--- src/rtl/data_mem_arbiter_pkg.sv ---
// Shared types and requester ids for the two-port data-memory arbiter.
package data_mem_arbiter_pkg;

    typedef enum logic [1:0] {
        IDLE   = 2'd0,
        ACCESS = 2'd1,
        RESP   = 2'd2
    } arbState_t;

    localparam logic REQ_CPU  = 1'b0;
    localparam logic REQ_UART = 1'b1;

endpackage

--- src/rtl/data_mem_arbiter_rr_pick2.sv ---
// Two-way round-robin winner selection; pointer names the favoured port on a tie.
module rr_pick2
    import data_mem_arbiter_pkg::*;
(
    input  logic [1:0] req,
    input  logic       pointer,
    output logic       grant,
    output logic       valid
);

    always_comb begin
        valid = |req;
        grant = REQ_CPU;
        if (req[0] && req[1])
            grant = pointer;
        else if (req[1])
            grant = REQ_UART;
    end

endmodule

--- src/rtl/data_mem_arbiter.sv ---
// Arbitrates a CPU port and a UART/debug port onto one registered-read data memory.
module data_mem_arbiter
    import data_mem_arbiter_pkg::*;
#(
    parameter int ADDR_W = 32,
    parameter int DATA_W = 32
) (
    input  logic              clock,
    input  logic              reset,
    input  logic              m0_req,
    input  logic              m0_we,
    input  logic [ADDR_W-1:0] m0_addr,
    input  logic [DATA_W-1:0] m0_wdata,
    output logic              m0_ack,
    output logic [DATA_W-1:0] m0_rdata,
    input  logic              m1_req,
    input  logic              m1_we,
    input  logic [ADDR_W-1:0] m1_addr,
    input  logic [DATA_W-1:0] m1_wdata,
    output logic              m1_ack,
    output logic [DATA_W-1:0] m1_rdata,
    output logic              mem_write,
    output logic [ADDR_W-1:0] mem_address,
    output logic [DATA_W-1:0] mem_wdata,
    input  logic [DATA_W-1:0] mem_rdata,
    output logic              busy,
    output logic              grant_id
);

    arbState_t               state, stateNext;
    logic                    pointer;
    logic                    pickGrant, pickValid;
    logic                    winId, winWe;
    logic [ADDR_W-1:0]       latAddr;
    logic [DATA_W-1:0]       latWdata;
    logic [1:0]              ackQ;
    logic [1:0][DATA_W-1:0]  rdataQ;

    rr_pick2 uPick (
        .req     ({m1_req, m0_req}),
        .pointer (pointer),
        .grant   (pickGrant),
        .valid   (pickValid)
    );

    always_ff @(posedge clock or posedge reset) begin
        if (reset) state <= IDLE;
        else       state <= stateNext;
    end

    always_comb begin
        stateNext = state;
        unique case (state)
            IDLE:    if (pickValid) stateNext = ACCESS;
            ACCESS:  stateNext = RESP;
            RESP:    stateNext = IDLE;
            default: stateNext = IDLE;
        endcase
    end

    // Ack and rdata are registered together at the end of RESP, so the load
    // data is already valid in the ack cycle and stays held afterwards.
    always_ff @(posedge clock or posedge reset) begin
        if (reset) begin
            pointer  <= REQ_CPU;
            winId    <= REQ_CPU;
            winWe    <= 1'b0;
            latAddr  <= '0;
            latWdata <= '0;
            ackQ     <= '0;
            rdataQ   <= '0;
        end else begin
            ackQ <= '0;
            if (state == IDLE && pickValid) begin
                winId    <= pickGrant;
                winWe    <= pickGrant ? m1_we    : m0_we;
                latAddr  <= pickGrant ? m1_addr  : m0_addr;
                latWdata <= pickGrant ? m1_wdata : m0_wdata;
                pointer  <= ~pickGrant;
            end
            if (state == RESP) begin
                ackQ[winId] <= 1'b1;
                if (!winWe) rdataQ[winId] <= mem_rdata;
            end
        end
    end

    // Strobe is decoded from state so an async reset kills it immediately.
    assign mem_write   = (state == ACCESS) && winWe;
    assign mem_address = latAddr;
    assign mem_wdata   = latWdata;
    assign busy        = (state != IDLE);
    assign grant_id    = (state == IDLE) ? REQ_CPU : winId;
    assign m0_ack      = ackQ[0];
    assign m1_ack      = ackQ[1];
    assign m0_rdata    = rdataQ[0];
    assign m1_rdata    = rdataQ[1];

endmodule

--- config.mk ---
export PLATFORM = sky130hd
export DESIGN_NAME = data_mem_arbiter
export DESIGN_NICKNAME = d
export VERILOG_FILES = /design/src/rtl/data_mem_arbiter_pkg.sv /design/src/rtl/data_mem_arbiter_rr_pick2.sv /design/src/rtl/data_mem_arbiter.sv
export SDC_FILE = /design/constraint.sdc
export NUM_CORES = 1
export LEC_CHECK = 0
export ABC_AREA = 1
export BUFFER_PORTS_ARGS = -buffer_cell sky130_fd_sc_hd__buf_4
export CORE_AREA = 2 2 118 120
export CTS_CLUSTER_DIAMETER = 100
export DETAILED_ROUTE_END_ITERATION = 7
export DIE_AREA = 0 0 120 122
export PLACE_DENSITY = 0.8
export SLEW_MARGIN = 20
export SYNTH_ARGS = -nofsm -noshare
export SYNTH_HDL_FRONTEND = slang
export SYNTH_HIERARCHICAL = 1
export SYNTH_SLANG_ARGS = --single-unit
--- constraint.sdc ---
create_clock -name clock -period 9.05 [get_ports clock]
set_input_delay 0.4525 -clock clock [delete_from_list [all_inputs] [get_ports clock]]
set_output_delay 0.4525 -clock clock [all_outputs]
set_load 0.02 [all_outputs]
==> flow_summary.ini, run 1 <==
[worst_setup_path]
path_class = flop to primary output
end_kind = primary output
crit_path_start_kind = flop
worstPathMaxFanout = 67
arrival_ns = 1.92
cp.required_ns = 8.60

[clocking]
cts.sinks = 135
htreeDepth = 4
clk_pin_slew_ns = 0.06
cts_root_buf = clkbuf_16
cts_max_path_buffers = 2
hold_buffers = 0
cts_tree = done
cts-buffers-inserted = 17
cts_resized = 0
post_cts_buffers = 0
clk_latency_ns = 0.41

[logic_synthesis]
synth_seq_area_share = 0.5512
syn_nets = 966
synth.distinct_cells = 16
yosys_warnings = 6
netlist_area_um2 = 6128
synthCells = 800
syn_avg_cell_area_um2 = 7.660
ys_ff_latch = 135

[layout]
drive_gt1_frac = 0.3207
finalNonFillerCells = 1262
final_nets = 1235
synthToLayoutAreaGrowth_pct = 46.49
n_antenna_cell = 0

[pwr]
switching_share = 0.4318
power_leakage_nw = 5.160
power.switching_mw = 1.463
power_frac_seq = 0.319
ir_drop_uv = 160.5
p_comb_frac = 0.474
p_int_mw = 1.924
pwr-share-clk = 0.208
p_per_area_nw_per_um2 = 377.3

[global_route]
grt_pass1_wl_mm = 29.00
first_global_vias = 5655
grt_max_degree = 80
grt_overflow = 0
grt.total_usage = 0.2521
antenna_found_initial = 0

[sta]
min_period_over_period = 0.2621
drv_slew = 0
rsz0062_at_grt = false
max_freq_ghz = 0.4216
whs_ns = 0.07176
relSlewSlack = 0.2884
tightest_slew_ns = 1.066
setup_tns_ns = 0
skew_ns = 0.01014
fin_crit_ns = 2.372
setup_violations = 0
hold_violations = 0

[placement]
place_inst = 1230
port_buffers = 298
hpwl_mm = 12.51
gp_congestion = 0.8419

[floorplan]
start_util = 0.4538
dieHeight_um = 122
num_io_pins = 299
core_um2 = 13500
rows = 43
dieArea_um2 = 14640
die_w_um = 120

[detailed_routing]
vias = 6237
drtIter0Drc = 649
wl_mm = 18.55
routedWlPerCell_um = 14.70
drc_errors = 0
via_per_inst = 4.942
drt.antenna.violating_nets = 0
dr.pass1.iters = 5

[job]
drv_cap = 0

[run_status]
status = complete, no violations

[hold_path]
hold_class = primary input to async pin
## area by class of cell
| class | instances | area (um2) |
|---|---|---|
| Inverter | 10 | 43.79 |
| Multi-Input combinational cell | 600 | 2437 |
| Timing Repair Buffer | 305 | 2290 |
| Sequential cell | 135 | 3378 |
| Clock buffer | 17 | 425.4 |
| Clock inverter | 15 | 177.7 |
| Tap cell | 180 | 225.2 |
| Fill cell | 1203 | 4527 |
## synth_stat cells
| cell | count | area, um2 |
|---|---|---|
| buf_1 | 1 | 3.750 |
| buf_2 | 25 | 125.1 |
| buf_4 | 12 | 90.09 |
| clkbuf_1 | 17 | 63.81 |
| dfrtp_1 | 135 | 3378 |
| inv_1 | 7 | 26.28 |
| inv_2 | 3 | 11.26 |
| nand2_1 | 522 | 1959 |
| nand2_2 | 1 | 6.260 |
| nand3_1 | 3 | 15.01 |
| nand4_1 | 64 | 400.4 |
| nor2_1 | 4 | 15.01 |
| nor2_2 | 2 | 12.51 |
| nor3_1 | 1 | 5.000 |
| o21ai_0 | 2 | 10.01 |
| or2_1 | 1 | 6.260 |
## kinds of logic after synthesis
| group | count (synthesis) | synth area share |
|---|---|---|
| and+or+nand+nor | 598 | 0.3949 |
| AOI/OAI and AO/OA | 2 | 0.001633 |
| buffers and inverters | 65 | 0.05227 |
| DFF | 135 | 0.5512 |
## cells in the final DEF (no fill, tap or decap)
master / instances
o21ai_0: 2
nand3_1: 3
inv_6: 3
nor3_1: 1
clkinvlp_4: 5
nand2_2: 2
inv_1: 4
nand4_1: 64
buf_4: 305
nor2_2: 1
inv_2: 4
bufinv_16: 3
or2_1: 1
clkinv_2: 4
nor2_4: 1
nand2_1: 521
clkinv_4: 2
dfrtp_1: 135
clkbuf_16: 17
nor2_1: 4
## power groups by stage
stage / Combinational [mW] / Sequential (mW) / Clock (mW)
final: 1.60 / 1.08 / 0.703
after global routing: 1.75 / 1.11 / 0.744
after CTS: 1.62 / 1.08 / 0.710
after detailed placement: 1.62 / 1.08 / 0
after global placement: 1.59 / 1.08 / 0
after floorplan: 0.605 / 1.40 / 0
## final timing paths
path	from	to	slack [ns]	cells after the start
hold reg to reg	m1_rdata[12]$_DFFE_PP0P_	m1_rdata[12]$_DFFE_PP0P_	0.47	2
hold / removal	reset	mem_wdata[4]$_DFFE_PP0P_	0.07	2
setup / recovery	winWe$_DFFE_PP0P_	mem_write	6.68	3
min in group clock	mem_rdata[5]	m1_rdata[5]$_DFFE_PP0P_	0.30	3
max in group asynchronous	reset	m1_rdata[1]$_DFFE_PP0P_	7.59	3
setup reg to reg	winWe$_DFFE_PP0P_	m1_rdata[6]$_DFFE_PP0P_	7.13	5
## critical path, stage by stage, from the launching register on
cell and delay, ns:
dfrtp_1 0.39, inv_2 0.76, nor3_1 0.12, buf_4 0.22
## metal layers
| metal | global-route usage | routed length [um] | up-vias |
|---|---|---|---|
| met5 | 0 | 0 | - |
| met4 | 0.07941 | 391 | 0 |
| met3 | 0.06976 | 1583 | 29 |
| met2 | 0.4162 | 8981 | 311 |
| met1 | 0.3238 | 7591 | 2857 |
| li1 | - | - | 3040 |
## sequential cells by signal, summed over array words and instances (netlist names)
register and count:
winWe 1, mem_wdata 32, mem_address 32, pointer 1
state 2, m0_rdata 32, winId 1, ackQ 2
m1_rdata 32
## metrics by stage
step	setup slack [ns]	total power [mW]	instance area, um2	util
after floorplan	4.986	2.005	6128	-
after global placement	7.063	2.662	8373	0.6200
after detailed placement	7.068	2.694	8373	0.6200
after CTS	6.686	3.405	8976	0.6647
after global routing	6.585	3.601	8977	0.6648
final	6.678	3.387	8977	0.6648
(Power assumes the default switching activity.)
==> inputs of run 2 (changes only) <==
CORE_AREA = unset   (was 2 2 118 120)
CORE_UTILIZATION = 42   (was unset)
DIE_AREA = unset   (was 0 0 120 122)
PLACE_DENSITY = 0.77   (was 0.8)
clock period = 2 ns   (was 9.05 ns; I/O delays follow)
==> run 2 against run 1 <==
  * Sequential cell count stayed put
  * Worst hold slack worse by 0.059 ns
  * Clock power grew to 4.7 times the previous value
  * Sequential power grew to 4.6 times the previous value
  * Critical endpoint is now mem_wdata[11]$_DFFE_PP0P_
==> flow_summary.ini, run 2 (same netlist as run 1, synthesis figures left out) <==
[worst_setup_path]
path_delay_family = buffers and inverters
path_class = flop to flop
arrival_ns = 2.24
crit_top_cell = nand2_1
worstPathMaxFanout = 14
cp.required_ns = 2.29
path_buf_inv = 3
critPathSlowestCell = dlygate4sd3_1
path_cells = nand3_1 > nand2_4 > clkinv_8 > buf_16 > nand2_1 > nand2_1 > dlygate4sd3_1 > nand2_1 > nand2_1
crit_path_start_kind = flop
cpPeakStageDelay_ns = 0.58
end_kind = flop

[detailed_routing]
drc_errors = 0
vias = 7641
via_per_inst = 5.332
drtIter0Drc = 748
drt.antenna.violating_nets = 0
wl_mm = 25.46
dr.pass1.iters = 6
routedWlPerCell_um = 17.76

[pwr]
power_leakage_nw = 5.950
p_per_area_nw_per_um2 = 1510
ir_drop_uv = 843.0
fin_total_pwr_mw = 16.30

[clocking]
cts_tree = done
clk_latency_ns = 0.42
clk_pin_slew_ns = 0.06
cts_max_path_buffers = 2
cts_root_buf = clkbuf_16
cts-buffers-inserted = 17
htreeDepth = 4
cts.sinks = 135

[global_route]
first_global_vias = 7536
grt_pass1_wl_mm = 37.82
antenna_found_initial = 0
grt.total_usage = 0.3319
grt_max_degree = 88
grt_overflow = 0

[floorplan]
dieArea_um2 = 15080
rows = 43
die_w_um = 122.8
core_um2 = 14040
dieHeight_um = 122.8
num_io_pins = 299
start_util = 0.4364

[layout]
fillerInstances = 846
fin_util = 0.7691
final_nets = 1406
n_antenna_cell = 0
synthToLayoutAreaGrowth_pct = 76.24
finalNonFillerCells = 1433
final_common_cell = nand2_1
drive_gt1_frac = 0.2889
final_cell_mix = nand2_1 (521), buf_4 (313), dlygate4sd3_1 (156)

[placement]
place_inst = 1238
gp_congestion = 0.8112
dp_slack_ns = 0.5035
port_buffers = 298
hpwl_mm = 12.92

[sta]
hold_violations = 0
drv_slew = 0
relSlewSlack = 0.5120
skew_ns = 0.006820
rsz0062_at_grt = false
fin_crit_ns = 1.946
tightest_slew_ns = 0.7320
min_period_over_period = 0.9728
max_freq_ghz = 0.5140
setup_slack_ns = 0.05440
setup_tns_ns = 0
setup_violations = 0

[job]
drv_cap = 0

[hold_path]
hold_class = primary input to flop

[run_status]
status = complete, no violations
[run 2: changes by cell type in the layout (fill, tap and decap cells not counted), moves of 3 or more]
cell	delta
clkbuf_16	+3
buf_4	+8
dlygate4sd3_1	+156
buf_12	+3
[run 2: final timing paths]
check | from | endpoint | slack (ns) | cells after the start
min in group asynchronous | reset | mem_address[10]$_DFFE_PP0P_ | 0.40 | 4
max | pointer$_DFFE_PP0P_ | mem_wdata[11]$_DFFE_PP0P_ | 0.05 | 9
max in group asynchronous | reset | mem_wdata[18]$_DFFE_PP0P_ | 1.07 | 4
min reg2reg | m0_rdata[30]$_DFFE_PP0P_ | m0_rdata[30]$_DFFE_PP0P_ | 0.47 | 2
min | m1_we | winWe$_DFFE_PP0P_ | 0.01 | 5
max reg2reg | pointer$_DFFE_PP0P_ | mem_wdata[11]$_DFFE_PP0P_ | 0.05 | 9
[run 2: routing by layer]
| metal | GRT usage | part of all wire | up-vias |
|---|---|---|---|
| met4 | 0.2271 | 0.063 | 0 |
| li1 | - | - | 3380 |
| met5 | 0 | 0 | - |
| met3 | 0.08643 | 0.10 | 141 |
| met2 | 0.5362 | 0.48 | 558 |
| met1 | 0.3859 | 0.35 | 3562 |
[run 2: cell type report]
cell class / instances / area [um2] / area share
sequential: 135 / 3378 / 0.3128
clock buffer: 17 / 425.4 / 0.03939
multi-input combinational: 600 / 2442 / 0.2261
tap: 180 / 225.2 / 0.02085
timing repair buffer: 476 / 4074 / 0.3772
clock inverter: 15 / 201.4 / 0.01865
inverter: 10 / 53.80 / 0.004981
[run 2: worst min-delay path, cell delays in order]
cell and delay [ns]:
buf_4 0.09, nand2_1 0.04, nand2_1 0.06, nand2_1 0.05, nand2_1 0.05
[run 2: through the flow]
step           hold slack [ns]  area, um2
2_1_floorplan           0.2486       6132
5_1_grt                0.01695      10800
4_1_cts              0.0007241      10660
3_3_place_gp            0.2771       8469
3_5_place_dp            0.2875       8469
6_report               0.01264      10800
[run 2: what timing repair did]
item,in CTS,in global routing
endpoints found under the hold margin,261,0
resized for setup,0,12
buffers inserted,0,4
setup endpoints to repair,0,15
hold buffers,156,0
[run 2: where the power goes]
| group | total, mW | internal, mW | switching (mW) | leakage (nW) |
|---|---|---|---|---|
| sequential | 4.94 | 4.07 | 0.862 | 1.66 |
| clock | 3.33 | 2.09 | 1.24 | 0.300 |
| combinational | 8.04 | 3.08 | 4.96 | 3.99 |
| total | 16.3 | 9.24 | 7.06 | 5.95 |
==> inputs of run 3 (changes only) <==
--- a/constraint.sdc
+++ b/constraint.sdc
@@ -3,2 +3,2 @@
 set_output_delay 0.1 -clock clock [all_outputs]
-set_load 0.02 [all_outputs]
+set_load 0.01 [all_outputs]
==> run 3 against run 2 <==
  * Cell area decreased by 1.4%
  * Clock skew increased by 0.0032 ns
  * Setup slack improved by 0.045 ns
  * Utilization decreased by 1.1 points
  * Maximum frequency increased by 2.3%
  * Highest routed layer unchanged
==> flow_summary.ini, run 3 (same netlist as run 1, synthesis figures left out) <==
[global_route]
first_global_vias = 7306
grt_overflow = 0
grt_pass1_wl_mm = 36.45
antenna_found_initial = 0
grt.total_usage = 0.3169
grt_max_degree = 70

[worst_setup_path]
path_buf_inv = 2
reg2reg_slack_ns = 0.1
path_class = flop to flop
end_kind = flop
critPathSlowestCell = dlygate4sd3_1
rr_worst_depth = 8
r2r-end = mem_wdata[14]$_DFFE_PP0P_
crit_path_start_kind = flop
reg2reg_from = pointer$_DFFE_PP0P_
worstPathMaxFanout = 66
cp_num_cells = 8
path_cells = nand3_1 > nand2_2 > buf_12 > nand2_1 > nand2_1 > dlygate4sd3_1 > nand2_1 > nand2_1
arrival_ns = 2.25
cpPeakStageDelay_ns = 0.59
path_delay_family = buffers and inverters
crit_start = pointer$_DFFE_PP0P_
cp.required_ns = 2.35
crit_end = mem_wdata[14]$_DFFE_PP0P_
crit_top_cell = nand2_1

[pwr]
power.switching_mw = 5.976
pwr-share-clk = 0.225
power_frac_seq = 0.321
p_int_mw = 9.349
p_per_area_nw_per_um2 = 1439
power_leakage_nw = 5.891
switching_share = 0.3899
ir_drop_uv = 620.1
p_comb_frac = 0.454

[layout]
drive_gt1_frac = 0.2884
final_nets = 1391
register_area_um2 = 3378
n_antenna_cell = 0
fillerInstances = 922
final_cell_mix = nand2_1 (521), buf_4 (309), dlygate4sd3_1 (146)
synthToLayoutAreaGrowth_pct = 73.78
final_common_cell = nand2_1
finalNonFillerCells = 1418
multi_input_area_um2 = 2437
finish.instance_area_um2 = 10650

[detailed_routing]
drc_errors = 0
vias = 7393
drtIter0Drc = 761
routedWlPerCell_um = 17.01
via_per_inst = 5.214
drt.antenna.violating_nets = 0
wl_mm = 24.12
dr.pass1.iters = 7

[clocking]
clk_pin_slew_ns = 0.06
cts.sinks = 135
cts_max_path_buffers = 2
clk_latency_ns = 0.42
htreeDepth = 4
cts_root_buf = clkbuf_16
cts-buffers-inserted = 17
cts_tree = done
post_cts_buffers = 0

[hold_path]
hold_class = primary input to flop
holdPathStages = 5
hp-start = m0_addr[28]

[sta]
setup_tns_ns = 0
tightest_slew_ns = 0.6945
whs_ns = 0.01919
max_freq_ghz = 0.5260
relSlewSlack = 0.5370
fin_crit_ns = 1.901
drv_slew = 0
rsz0062_at_grt = false
skew_ns = 0.01001
hold_violations = 0
min_period_over_period = 0.9505
setup_violations = 0

[floorplan]
num_io_pins = 299
die_w_um = 122.8
start_util = 0.4364
dieArea_um2 = 15080
rows = 43
dieHeight_um = 122.8
core_um2 = 14040

[placement]
port_buffers = 298
dpl-instance-area_um2 = 8457
place_inst = 1238
gp_congestion = 0.8334
hpwl_mm = 13.04

[job]
drv_cap = 0

[run_status]
status = complete, no violations
## run 3: cell types whose count changed in the layout (fill, tap and decap cells not counted), moves of 2 or more
cell	change
inv_6	+2
clkinv_4	+2
buf_4	-4
clkinvlp_4	-3
dlygate4sd3_1	-10
## run 3: through the flow
step / util / setup slack (ns) / total power [mW]
after global routing: 0.7584 / 0.008583 / 16.26
after global placement: 0.6022 / 0.5537 / 11.08
final: 0.7584 / 0.09893 / 15.33
after detailed placement: 0.6022 / 0.5043 / 11.22
after CTS: 0.7527 / 0.01910 / 15.00
after floorplan: - / 0.2208 / 8.097
## run 3: layer usage
metal  GRT usage  up-vias  routed length (um)
met3     0.07900       96                2188
met1      0.3794     3474                9025
met5           0        -                   0
met2      0.5140      470               11690
met4      0.1905        0                1217
li1            -     3353                   -
## run 3: worst min path at each step
stage	to	slack, ns
5_1_grt	mem_address[28]$_DFFE_PP0P_	0.01
6_report	mem_address[28]$_DFFE_PP0P_	0.02
2_1_floorplan	m1_rdata[28]$_DFFE_PP0P_	0.25
4_1_cts	mem_address[8]$_DFFE_PP0P_	0.0005
3_5_place_dp	mem_address[31]$_DFFE_PP0P_	0.26
3_3_place_gp	mem_address[31]$_DFFE_PP0P_	0.26
## run 3: power groups by stage
stage	logic, mW	clock network (mW)	registers, mW
2_1_floorplan	2.72	0	5.37
3_3_place_gp	6.20	0	4.88
3_5_place_dp	6.33	0	4.89
4_1_cts	6.64	3.48	4.88
5_1_grt	7.61	3.60	5.05
6_report	6.96	3.45	4.92
## run 3: worst register-to-register path, cell delays in order, from the launching register on
cell and delay (ns):
dfrtp_1 0.34, nand3_1 0.09, nand2_2 0.13, buf_12 0.30, nand2_1 0.12, nand2_1 0.10
dlygate4sd3_1 0.60, nand2_1 0.08, nand2_1 0.08
## run 3: layout make-up
| class | instances | area share |
|---|---|---|
| timing repair buffer | 461 | 0.3668 |
| sequential | 135 | 0.3172 |
| multi-input combinational | 600 | 0.2289 |
| clock buffer | 17 | 0.03994 |
| clock inverter | 15 | 0.02126 |
| tap | 180 | 0.02115 |
| inverter | 10 | 0.004817 |
## run 3: what timing repair did
item	in CTS	in global routing
hold endpoints to repair	257	0
hold buffers	146	0
gates resized for setup	0	13
endpoints found under the setup margin	0	13
